--- config.mk ---
export PLATFORM = sky130hd
export DESIGN_NAME = run_ctrl_flat
export DESIGN_NICKNAME = d
export VERILOG_FILES = /design/src/rtl/run_ctrl_if.sv /design/src/rtl/run_ctrl.sv /design/src/flat_wrapper.sv
export SDC_FILE = /design/constraint.sdc
export NUM_CORES = 1
export LEC_CHECK = 0
export CORE_ASPECT_RATIO = 1.4
export CORE_MARGIN = 2
export CORE_UTILIZATION = 50
export CTS_BUF_LIST = sky130_fd_sc_hd__clkbuf_2 sky130_fd_sc_hd__clkbuf_4 sky130_fd_sc_hd__clkbuf_8
export CTS_CLUSTER_DIAMETER = 200
export CTS_CLUSTER_SIZE = 24
export DETAILED_ROUTE_END_ITERATION = 12
export GPL_ROUTABILITY_DRIVEN = 0
export PLACE_DENSITY = 0.79
export SETUP_SLACK_MARGIN = 0.4
export SLEW_MARGIN = 15
export SYNTH_ARGS = -nofsm -noshare
export SYNTH_HDL_FRONTEND = slang
export SYNTH_SLANG_ARGS = --single-unit
--- constraint.sdc ---
create_clock -name i_clk -period 3.3 [get_ports i_clk]
set_input_delay 0.66 -clock i_clk [delete_from_list [all_inputs] [get_ports i_clk]]
set_output_delay 0.66 -clock i_clk [all_outputs]
set_load 0.03 [all_outputs]
--- src/rtl/run_ctrl_if.sv ---
// Control/observation bundle between the run controller and the board/bench side.
// The slave side is run_ctrl itself; the master side drives start and watches status.
interface run_ctrl_if #(
  parameter int unsigned PC_W  = 32,
  parameter int unsigned CNT_W = 32
);
  logic             i_start;
  logic             i_inst_vld;
  logic [PC_W-1:0]  i_pc;
  logic             o_core_rst_n;
  logic             o_running;
  logic             o_done;
  logic             o_halted;
  logic             o_timeout;
  logic [CNT_W-1:0] o_cycle_cnt;
  logic [CNT_W-1:0] o_inst_cnt;

  modport slave (
    input  i_start, i_inst_vld, i_pc,
    output o_core_rst_n, o_running, o_done, o_halted, o_timeout, o_cycle_cnt, o_inst_cnt
  );

  modport master (
    output i_start, i_inst_vld, i_pc,
    input  o_core_rst_n, o_running, o_done, o_halted, o_timeout, o_cycle_cnt, o_inst_cnt
  );
endinterface

--- src/rtl/run_ctrl.sv ---
// Run controller for the RV32I core: reset sequencing, cycle/instruction counting,
// and run termination on a cycle budget or on a PC that keeps retiring in place.
module run_ctrl #(
  parameter int unsigned RST_CYCLES  = 5,
  parameter int unsigned MAX_CYCLES  = 500,
  parameter int unsigned HALT_CYCLES = 16,
  parameter int unsigned PC_W        = 32,
  parameter int unsigned CNT_W       = 32
) (
  input  logic      i_clk,
  input  logic      i_rst,
  run_ctrl_if.slave bus
);

  localparam int unsigned RST_W = (RST_CYCLES > 1) ? $clog2(RST_CYCLES) : 1;
  localparam int unsigned RPT_W = $clog2(HALT_CYCLES + 1);

  typedef enum logic [1:0] {
    S_IDLE  = 2'd0,
    S_RESET = 2'd1,
    S_RUN   = 2'd2,
    S_DONE  = 2'd3
  } state_t;

  state_t           state;
  state_t           state_nxt;
  logic [RST_W-1:0] rst_cnt;
  logic [CNT_W-1:0] cycle_cnt;
  logic [CNT_W-1:0] inst_cnt;
  logic [RPT_W-1:0] rpt;
  logic [PC_W-1:0]  last_pc;
  logic             last_vld;
  logic             halted;
  logic             timeout;

  logic [CNT_W-1:0] cycle_inc;
  logic [RPT_W-1:0] rpt_nxt;
  logic             halt_hit;
  logic             time_hit;
  logic             start_load;

  // Next-value terms for the RUN-state bookkeeping
  always_comb begin
    cycle_inc = cycle_cnt + CNT_W'(1);
    rpt_nxt   = rpt;
    if (bus.i_inst_vld && last_vld && (bus.i_pc == last_pc)) begin
      rpt_nxt = rpt + RPT_W'(1);
    end else if (bus.i_inst_vld) begin
      rpt_nxt = '0;
    end
    halt_hit   = (rpt_nxt == RPT_W'(HALT_CYCLES));
    time_hit   = (cycle_inc == CNT_W'(MAX_CYCLES));
    start_load = ((state == S_IDLE) || (state == S_DONE)) && bus.i_start;
  end

  always_ff @(posedge i_clk or posedge i_rst) begin
    if (i_rst) begin
      state <= S_IDLE;
    end else begin
      state <= state_nxt;
    end
  end

  always_comb begin
    state_nxt = state;
    case (state)
      S_IDLE:  if (bus.i_start) state_nxt = S_RESET;
      S_RESET: if (rst_cnt == '0) state_nxt = S_RUN;
      S_RUN:   if (halt_hit || time_hit) state_nxt = S_DONE;
      S_DONE:  if (bus.i_start) state_nxt = S_RESET;
      default: state_nxt = S_IDLE;
    endcase
  end

  // Counters and sticky termination flags; frozen outside RESET/RUN
  always_ff @(posedge i_clk or posedge i_rst) begin
    if (i_rst) begin
      rst_cnt   <= '0;
      cycle_cnt <= '0;
      inst_cnt  <= '0;
      rpt       <= '0;
      last_pc   <= '0;
      last_vld  <= 1'b0;
      halted    <= 1'b0;
      timeout   <= 1'b0;
    end else if (start_load) begin
      rst_cnt   <= RST_W'(RST_CYCLES - 1);
      cycle_cnt <= '0;
      inst_cnt  <= '0;
      rpt       <= '0;
      last_vld  <= 1'b0;
      halted    <= 1'b0;
      timeout   <= 1'b0;
    end else if (state == S_RESET) begin
      if (rst_cnt != '0) begin
        rst_cnt <= rst_cnt - RST_W'(1);
      end
    end else if (state == S_RUN) begin
      cycle_cnt <= cycle_inc;
      rpt       <= rpt_nxt;
      if (bus.i_inst_vld) begin
        inst_cnt <= inst_cnt + CNT_W'(1);
        last_pc  <= bus.i_pc;
        last_vld <= 1'b1;
      end
      if (halt_hit) halted  <= 1'b1;
      if (time_hit) timeout <= 1'b1;
    end
  end

  // Status decoded straight from the state register so async reset shows at once
  assign bus.o_core_rst_n = (state == S_RUN);
  assign bus.o_running    = (state == S_RUN);
  assign bus.o_done       = (state == S_DONE);
  assign bus.o_halted     = halted;
  assign bus.o_timeout    = timeout;
  assign bus.o_cycle_cnt  = cycle_cnt;
  assign bus.o_inst_cnt   = inst_cnt;

endmodule

--- src/flat_wrapper.sv ---
// flat-port wrapper written by rule: the top's interface ports become plain ports
module run_ctrl_flat 
#(
  parameter int unsigned RST_CYCLES  = 5,
  parameter int unsigned MAX_CYCLES  = 500,
  parameter int unsigned HALT_CYCLES = 16,
  parameter int unsigned PC_W        = 32,
  parameter int unsigned CNT_W       = 32
)
  (i_clk, i_rst, bus_i_start, bus_i_inst_vld, bus_i_pc, bus_o_core_rst_n, bus_o_running, bus_o_done, bus_o_halted, bus_o_timeout, bus_o_cycle_cnt, bus_o_inst_cnt);
  run_ctrl_if #(.PC_W(PC_W), .CNT_W(CNT_W)) bus_i ();
  input  logic i_clk;
  input  logic i_rst;
  input wire logic [$bits(bus_i.i_start)-1:0] bus_i_start;
  input wire logic [$bits(bus_i.i_inst_vld)-1:0] bus_i_inst_vld;
  input wire logic [$bits(bus_i.i_pc)-1:0] bus_i_pc;
  output wire logic [$bits(bus_i.o_core_rst_n)-1:0] bus_o_core_rst_n;
  output wire logic [$bits(bus_i.o_running)-1:0] bus_o_running;
  output wire logic [$bits(bus_i.o_done)-1:0] bus_o_done;
  output wire logic [$bits(bus_i.o_halted)-1:0] bus_o_halted;
  output wire logic [$bits(bus_i.o_timeout)-1:0] bus_o_timeout;
  output wire logic [$bits(bus_i.o_cycle_cnt)-1:0] bus_o_cycle_cnt;
  output wire logic [$bits(bus_i.o_inst_cnt)-1:0] bus_o_inst_cnt;
  assign bus_i.i_start = bus_i_start;
  assign bus_i.i_inst_vld = bus_i_inst_vld;
  assign bus_i.i_pc = bus_i_pc;
  assign bus_o_core_rst_n = bus_i.o_core_rst_n;
  assign bus_o_running = bus_i.o_running;
  assign bus_o_done = bus_i.o_done;
  assign bus_o_halted = bus_i.o_halted;
  assign bus_o_timeout = bus_i.o_timeout;
  assign bus_o_cycle_cnt = bus_i.o_cycle_cnt;
  assign bus_o_inst_cnt = bus_i.o_inst_cnt;
  run_ctrl #(.RST_CYCLES(RST_CYCLES), .MAX_CYCLES(MAX_CYCLES), .HALT_CYCLES(HALT_CYCLES), .PC_W(PC_W), .CNT_W(CNT_W)) u_core (.i_clk(i_clk), .i_rst(i_rst), .bus(bus_i));
endmodule
==> results of run 1 <==
## metal layers
layer	vias to the layer above	wire length, microns	global-route usage (%)
met5	-	0	0
met4	0	382	9.13
met3	36	908	3.40
met2	215	8640	42.8
met1	2978	6590	30.1
li1	2840	-	-
## cells in the final DEF, fill, tap and decap left out, types with 3 or more instances in the layout
cell type / n
a211oi_1: 3
a21o_1: 3
a21oi_1: 13
a22o_1: 4
a22oi_1: 3
a31o_2: 3
a31oi_1: 10
and3_1: 14
and4_1: 7
buf_4: 21
clkbuf_8: 10
clkdlybuf4s50_1: 100
clkinvlp_4: 3
dfrtp_1: 103
dfrtp_2: 6
dlymetal6s2s_1: 3
ha_1: 9
inv_1: 11
mux2i_1: 3
nand2_1: 172
nand3_1: 42
nand4_1: 25
nor2_1: 43
nor3_1: 7
nor3_2: 3
nor3b_1: 4
nor4_4: 4
o21ai_0: 86
o22ai_1: 3
o31ai_1: 14
o41ai_1: 4
or2_2: 3
or3_1: 8
or4_1: 4
xnor2_1: 41
xor2_1: 20
## cell usage after synthesis (3+ instances only)
master,instances,area [sq um]
nand3_1,42,210
mux2i_1,3,30.0
nor3_1,9,45.0
a21o_1,3,22.5
xnor2_1,43,377
a21oi_1,13,65.1
nor3b_1,4,30.0
and4_1,7,61.3
o21ai_0,86,430
and3_1,15,93.8
ha_1,10,125
a31o_2,3,26.3
o22ai_1,3,18.8
clkbuf_1,30,113
or3_1,8,50.1
buf_2,9,45.0
nand4_1,25,156
nand2_1,173,649
nor2_1,43,161
or2_2,3,18.8
nor4_1,5,31.3
inv_1,12,45.0
o41ai_1,4,35.0
o31ai_1,14,105
a211oi_1,3,22.5
a31oi_1,10,62.6
dfrtp_1,109,2730
or4_1,5,37.5
a22o_1,4,35.0
xor2_1,20,175
a22oi_1,3,22.5
## critical path, cell delays in order
cell             delay, ns
clkdlybuf4s50_1       0.53
xnor2_2               0.14
or4bb_1               0.44
or4_4                 0.45
o32ai_2               0.26
o211ai_1              0.13
nand4_1               0.14
a31o_2                0.20
mux2i_1               0.19
## per-stage QoR
step | cells | util, %
global placement | 986 | 61.3
floorplan | 756 | -
global route | 1006 | 63.9
finish | 1006 | 63.9
detailed placement | 986 | 61.3
CTS | 1003 | 63.2
## repair_timing
action,4_1_cts,5_1_grt
endpoints found under the setup margin,3,5
pin swaps,1,3
resized for setup,8,15
setup buffers,1,3
## registers in the layout, indices dropped and copies added (netlist names)
signal	flops
u_core.bus.o_halted	1
u_core.bus.o_cycle_cnt	32
u_core.rst_cnt	3
u_core.state	2
u_core.bus.o_timeout	1
u_core.last_vld	1
u_core.rpt	5
u_core.bus.o_inst_cnt	32
u_core.last_pc	32
## cell families after synthesis
kind of cell               count (synthesis)  share of synthesized area (%)
adders and majority gates                 10                           1.97
muxes                                      3                          0.472
AOI/OAI and AO/OA                        158                           14.9
and+or+nand+nor                          358                           27.4
DFF                                      109                           42.8
xor gates and xnor gates                  63                           8.67
buffers and inverters                     55                           3.69
## where the power goes
group,leakage (nW),switching [W],internal (W)
Sequential,1.46,0.000175,0.00156
Combinational,1.75,0.000925,0.000573
Clock,0.0994,0.000463,0.000383
Total,3.31,0.00156,0.00252
## cell type report
| type | count | share of cell area, % |
|---|---|---|
| clock inverters | 5 | 0.744 |
| clock buffers | 11 | 1.84 |
| repair buffers | 126 | 15.5 |
| multi-input cells | 592 | 44.1 |
| inverters | 13 | 0.838 |
| well taps | 150 | 2.37 |
| flip-flops and latches | 109 | 34.6 |
## how the worst min path moves through the flow
stage,depth (start not counted),slack (ns),endpoint
floorplan,1,0.45,u_core.rst_cnt[2]
finish,2,0.50,u_core.last_pc[16]
CTS,1,0.51,u_core.rst_cnt[2]
detailed placement,2,0.48,u_core.last_pc[10]
global route,1,0.52,u_core.bus.o_halted
global placement,1,0.46,u_core.rst_cnt[2]
==> metrics.txt, run 1 <==
# fillers 1,049; FF-to-FF End u_core.state[0]; CTS tree built; mean post-synth cell area 8.42 sq um; Unique masters post-synth 57; maximum clock frequency 351 MHz; PwrDens 516 nW/um^2; vias in the first global route 5,817; final antenna-violating net count 0; minimum clock period 2.85 ns; vias per cell 6.03; Final #Nets 897; status complete, no violations; Die H 138 microns; asr flop ratio synth 100%; reg2reg path depth 10; Final Cell Area 7910 sq um; Worst-path clk slew 0.11 ns; worst vdd ir 352 uV; n_diodes 0; wire per inst 16.4 microns; overall power 0.00408 W; CP startpoint kind primary input; Max Cap Viol 0; Post-Syn Instances 756; clock sinks 109; hold slack final 0.505 ns; Finish-stage setup viols 0; final WL 16.5 mm; Crit Reg-Reg Startpoint u_core.bus.o_cycle_cnt[0]; Placed Area 7580 sq um; WP data arrival 3.15 ns; first-pass GRT wire length 27.3 mm; Initial Utilization 51.5%; CP required 3.60 ns; GRT overflow 0; total die area 13,700 sq um; Slew Limit Fails 0; cell area after synthesis 6370 sq um; initial antenna violation count 0; EDFF count, synth 0; Final Skew 0.0127 ns; Site Rows 48; multi-input gate area in the final layout 3490 sq um; syn nets 802; PortBufs 104; Worst Setup SP bus_i_pc[13]; H-tree depth 3; critical path peak fanout 2; initial drt markers 414; RSZ-0062 raised after global routing yes; Leak Pwr 3.31 nW; DR vias 6,069; Final TNS setup 0 ns; DRC violations left 0; final hold viol count 0; crit path capture u_core.state[1]; worst slack, placed -0.0657 ns; Setup Crit Path Kind primary input to flip-flop; Longest Clk Path Bufs 2; hold_buf cts 0; GR Util All Layers 24.2%; I/O pin total 105; sequential fraction of the synthesis area 42.8%; area delta synth->final 24.2%; slack of the worst reg-to-reg path 0.52 ns; Hold Path Origin u_core.last_pc[16]; ys flop type dfrtp_1; Worst setup EP type flip-flop; Worst Tran Pin Value 0.754 ns; clock buffer count from CTS 9; register area 2740 sq um; Skew-Pair Late Insertion Delay 0.37 ns; Final Cycle Share 86.4%; Root Buffer clkbuf_8; share of cells above drive strength 1 8.64%; hold crit path type flip-flop to flip-flop; Yosys Warn Count 0; relative slew slack 49.7%; drt pass-1 iters 6; area of the core 12,400 sq um; Die X 99.4 microns; number of synthesized register bits 109; Worst Slack Setup Final 0.449 ns; placed wire-length estimate 11.6 mm; largest net degree at the start of global routing 50
(Power assumes the default switching activity.)
==> inputs of run 2 (changes only) <==
--- a/config.mk
+++ b/config.mk
@@ -7,13 +7,13 @@
 export LEC_CHECK = 0
 export CORE_ASPECT_RATIO = 1.4
 export CORE_MARGIN = 2
-export CORE_UTILIZATION = 50
+export CORE_UTILIZATION = 34
 export CTS_BUF_LIST = sky130_fd_sc_hd__clkbuf_2 sky130_fd_sc_hd__clkbuf_4 sky130_fd_sc_hd__clkbuf_8
 export CTS_CLUSTER_DIAMETER = 200
 export CTS_CLUSTER_SIZE = 24
 export DETAILED_ROUTE_END_ITERATION = 12
 export GPL_ROUTABILITY_DRIVEN = 0
-export PLACE_DENSITY = 0.79
+export RECOVER_POWER = 50
 export SETUP_SLACK_MARGIN = 0.4
 export SLEW_MARGIN = 15
 export SYNTH_ARGS = -nofsm -noshare
==> constraint.sdc (replaced) <==
create_clock -name i_clk -period 3.3 [get_ports i_clk]
set_input_delay 0.825 -clock i_clk [delete_from_list [all_inputs] [get_ports i_clk]]
set_output_delay 0.825 -clock i_clk [all_outputs]
set_load 0.03 [all_outputs]
==> run 2 against run 1 <==
The flow now finishes with violations (capacitance limit, slew limit). Register-to-register slack hardly changed. Global-route usage fell by 7.0 points. Cell area is 4.4% higher. Worst setup slack gained 0.060 ns. First-iteration DRC count decreased by 3.1%. Via count decreased by 5.2%. Count of clock-buffer cells in the layout unchanged. Non-clock buffer count is 15 higher. Sequential power is essentially flat. Clock power grew 7.0%. Worst hold slack worse by 0.013 ns. Critical endpoint unchanged.
==> metrics.txt, run 2 (synthesis gave the netlist of run 1 again) <==
status complete, but fails checks; failing checks capacitance limit, slew limit; final WL 16.8 mm; GR Util All Layers 17.3%; worst vdd ir 279 uV; Longest Clk Path Bufs 2; CP dominant cell by count nand4_1; Root Buffer clkbuf_8; minimum clock period 2.79 ns; Finish-stage setup viols 0; WP data arrival 3.09 ns; PortBufs 104; vias in the first global route 5,638; DRC violations left 0; Clk network pwr share 21.6%; Setup Crit Path Kind primary input to flip-flop; share of cells above drive strength 1 12.3%; sink of the worst hold path u_core.rst_cnt[2]; CP peak stage delay 0.54 ns; NetSw 0.00161 W; Crit Reg-Reg Startpoint u_core.bus.o_cycle_cnt[1]; Final Skew 0.0187 ns; Leak Pwr 3.53 nW; wire per inst 15.1 microns; Slew Limit Fails 110; Internal 0.00259 W; Final Cell Area 8260 sq um; Worst setup EP type flip-flop; metal2 WL 8.54 mm; initial antenna violation count 1; highest-count cells in the layout ignoring fill and taps nand2_1 (172), dfrtp_1 (102), clkdlybuf4s50_1 (87); Max Cap Viol 1; drt pass-1 iters 7; CTS tree built; final hold viol count 0; Worst Tran Pin Value 1.56 ns; top routing layer used met4; commonest non-fill, non-tap cell in the layout nand2_1; hold crit path type flip-flop to flip-flop; Initial Utilization 34.5%; Die X 120 microns; Final #Nets 912; maximum clock frequency 358 MHz; vias per cell 5.16; clock sinks 109; relative slew slack -3.84%; placed wire-length estimate 11.4 mm; logic gate share of total power 36.9%; hold_buf cts 0; first-pass GRT wire length 28.4 mm; Skew-Pair Late Insertion Delay 0.39 ns; Worst Setup SP bus_i_pc[5]; Placed Area 7850 sq um; # fillers 1,858; largest net degree at the start of global routing 110; Hold Path Cell Cnt 1; critical-path cell list clkdlybuf4s50_1 > xnor2_2 > nand4_1 > or4_4 > o32ai_2 > o211ai_1 > nand4_1 > a31o_2 > mux2i_1; RSZ-0062 raised after global routing no; Sw Share 38.3%; slack of the worst reg-to-reg path 0.52 ns; met1 wire length 7.38 mm; area of the core 18,500 sq um; Die H 166 microns; area delta synth->final 29.7%; CP startpoint kind primary input; Site Rows 59; clock buffer count from CTS 9; I/O pin total 105; Worst-path clk slew 0.11 ns; Worst Slack Setup Final 0.508 ns; worst slack, placed -0.239 ns; critical path peak fanout 2; wire length on met3 588 microns; total die area 19,900 sq um; CP max stage cell or4_4; initial drt markers 401; final antenna-violating net count 0; H-tree depth 3; FF-to-FF End u_core.state[1]; reg2reg path depth 11; fin util 44.7%; Hold Path Origin u_core.rst_cnt[2]; Flop pwr share 41.6%; Final Cycle Share 84.6%; CP required 3.60 ns; PwrDens 508 nW/um^2; DR vias 5,754; GRT overflow 0
run 2: area by class of cell:
type | instances | area (sq um) | share of cell area [%]
Antenna cell | 1 | 2.50 | 0.0303
Clock buffer | 11 | 151 | 1.83
Clock inverter | 5 | 66.3 | 0.803
Inverter | 13 | 66.3 | 0.803
Multi-Input combinational cell | 592 | 3570 | 43.2
Sequential cell | 109 | 2740 | 33.1
Tap cell | 244 | 305 | 3.70
Timing Repair Buffer | 141 | 1360 | 16.5
run 2: how the worst max path moves through the flow:
stage | slack, ns | to | depth (start not counted)
floorplan | 0.53 | u_core.state[1] | 9
global route | 0.38 | u_core.state[1] | 9
global placement | -0.19 | u_core.state[1] | 9
finish | 0.51 | u_core.state[1] | 9
detailed placement | -0.24 | u_core.state[1] | 9
CTS | 0.41 | u_core.state[1] | 9
run 2: through the flow:
step / hold slack, ns / total power [W] / setup TNS (ns) / cells
after floorplan: 0.447 / 0.00276 / 0 / 756
after global placement: 0.464 / 0.00324 / -0.442 / 1096
after detailed placement: 0.471 / 0.00327 / -0.596 / 1096
after CTS: 0.490 / 0.00421 / 0 / 1112
after global routing: 0.515 / 0.00452 / 0 / 1116
final: 0.492 / 0.00419 / 0 / 1116
run 2: power by group through the flow:
stage               combinational, W  sequential [W]  clock (W)
CTS                          0.00154         0.00172   0.000944
floorplan                    0.00101         0.00175          0
detailed placement           0.00153         0.00174          0
global placement             0.00150         0.00174          0
global route                 0.00176         0.00177   0.000980
finish                       0.00155         0.00174   0.000904
run 2: repair_timing:
| item | in CTS | in global routing |
|---|---|---|
| buffers inserted | 0 | 3 |
| endpoints found under the setup margin | 3 | 6 |
| gates resized for setup | 9 | 46 |
| pin swaps | 4 | 17 |
run 2: critical path, delay by kind of cell:
| family | cells | cell delay, ns |
|---|---|---|
| AO/OA/AOI/OAI | 3 | 0.59 |
| XOR/XNOR | 1 | 0.22 |
| buffers and inverters | 1 | 0.46 |
| multiplexers | 1 | 0.18 |
| AND/OR/NAND/NOR | 3 | 0.81 |
run 2: layer usage:
layer | up-vias | global-route usage [%]
met4 | 0 | 6.39
met5 | - | 0
met1 | 2739 | 21.6
met3 | 21 | 2.64
li1 | 2874 | -
met2 | 120 | 29.9
==> inputs of run 3 (changes only) <==
==> constraint.sdc (replaced) <==
create_clock -name i_clk -period 2.3 [get_ports i_clk]
set_input_delay 0.575 -clock i_clk [delete_from_list [all_inputs] [get_ports i_clk]]
set_output_delay 0.575 -clock i_clk [all_outputs]
set_load 0.03 [all_outputs]
==> run 3 against run 2 <==
The run ends with capacitance limit, slew limit, setup timing left. Clock power is 35% higher. Combinational power up 77%. Count of clock-buffer cells in the layout grew 1. Largest cell class unchanged.
==> metrics.txt, run 3 (synthesis gave the netlist of run 1 again) <==
CP max stage cell dfrtp_2; wire per inst 15.3 microns; I/O pin total 105; Leak Pwr 4.37 nW; Worst Slack Setup Final -0.306 ns; worst vdd ir 507 uV; hold_buf cts 0; Worst-path clk slew 0.12 ns; WP data arrival 2.88 ns; RSZ-0062 raised after global routing yes; fin util 52.7%; CTS tree built; Initial Utilization 34.5%; initial drt markers 335; maximum clock frequency 384 MHz; H-tree depth 3; total die area 19,900 sq um; vias in the first global route 6,156; Max Cap Viol 1; largest net degree at the start of global routing 110; Root Buffer clkbuf_8; first-pass GRT wire length 30.2 mm; Finish-stage setup viols 8; Site Rows 59; Skew-Pair Late Insertion Delay 0.40 ns; Slew Limit Fails 110; Placed Area 8760 sq um; commonest non-fill, non-tap cell in the layout nand2_1; relative slew slack -1.96%; area delta synth->final 52.8%; GRT overflow 0; Longest Clk Path Bufs 2; drt pass-1 iters 5; final antenna-violating net count 0; Final Cycle Share 113%; DRC violations left 0; Die X 120 microns; minimum clock period 2.61 ns; Crit path max-delay family simple AND/OR/NAND/NOR gates; clock buffer count from CTS 9; failing checks capacitance limit, slew limit, setup timing; clock sinks 109; CP required 2.58 ns; share of cells above drive strength 1 35.0%; vias per cell 5.10; WP buf/inv 3; highest-count cells in the layout ignoring fill and taps nand2_1 (165), buf_4 (137), dfrtp_1 (86); CP startpoint kind flip-flop; Final #Nets 1,052; placed wire-length estimate 12.5 mm; status complete, but fails checks; CP peak stage delay 0.46 ns; Worst setup EP type flip-flop; critical path peak fanout 4; initial antenna violation count 1; GR Util All Layers 18.6%; PortBufs 104; final hold viol count 0; area of the core 18,500 sq um; Final Cell Area 9730 sq um; Final TNS setup -1.26 ns; final WL 19.2 mm; DR vias 6,403; hold crit path type flip-flop to flip-flop; Worst Tran Pin Value 1.53 ns; Die H 166 microns; PwrDens 665 nW/um^2; critical-path cell list ha_4 > nand3_4 > buf_12 > nor4_4 > buf_4 > buf_6 > and4_1 > or3_1 > a22oi_2 > nand4_1 > a31o_2 > mux2i_1; Final Skew 0.0172 ns; Setup Crit Path Kind flip-flop to flip-flop; overall power 0.00647 W
## run 3: changes by cell type in the layout (fill, tap and decap cells not counted), moves of 11 or more
cell             delta
dfrtp_1            -16
nand3_1            -11
dlymetal6s2s_1     -12
clkbuf_1           +18
o21ai_0            -45
dlygate4sd2_1      +37
clkdlybuf4s50_1    -74
buf_6              +35
o21ai_1            +38
buf_4             +105
dfrtp_2            +16
nor2_1             -13
clkdlybuf4s15_2    +17
## run 3: final timing paths
kind,end,cells past startpoint,slack (ns),startpoint
max in group asynchronous,u_core.bus.o_inst_cnt[1],3,0.13,i_rst
worst min register to register,u_core.rst_cnt[2],1,0.50,u_core.rst_cnt[2]
worst max-delay path,u_core.state[1],12,-0.31,u_core.bus.o_cycle_cnt[0]
worst min-delay path,u_core.rst_cnt[2],1,0.50,u_core.rst_cnt[2]
min in group asynchronous,u_core.bus.o_cycle_cnt[5],3,1.06,i_rst
worst max register to register,u_core.state[1],12,-0.31,u_core.bus.o_cycle_cnt[0]
## run 3: cell type report
| class | count | area (sq um) |
|---|---|---|
| Antenna cell | 1 | 2.50 |
| Inverter | 13 | 60.1 |
| Clock buffer | 12 | 159 |
| Sequential cell | 109 | 2760 |
| Timing Repair Buffer | 281 | 2400 |
| Fill cell | 1751 | 8720 |
| Clock inverter | 4 | 37.5 |
| Multi-Input combinational cell | 592 | 4010 |
| Tap cell | 244 | 305 |
## run 3: timing repair
action	in CTS	in global routing
setup endpoints to repair	148	125
pin swaps	39	56
setup buffers	22	24
cloned	0	2
hold endpoints to repair	0	0
gates resized for setup	234	145
## run 3: report_power, final
group          switching, W  internal [W]  total, W
Combinational       0.00152       0.00123   0.00275
Clock              0.000732      0.000485   0.00122
Sequential         0.000267       0.00224   0.00251
## run 3: stage by stage
stage	hold slack, ns	setup WS, ns	std cells
after floorplan	0.447	-0.206	756
after global placement	0.467	-0.867	1191
after detailed placement	0.474	-0.909	1191
after CTS	0.493	-0.287	1229
after global routing	0.519	-0.417	1256
final	0.497	-0.306	1256
## run 3: metal layers
metal / GRT usage, % / wire, microns / share of wire (%)
met3: 2.92 / 702 / 3.7
met4: 6.04 / 407 / 2.1
met5: 0 / 0 / 0
met1: 22.5 / 7960 / 41
met2: 33.5 / 10100 / 53
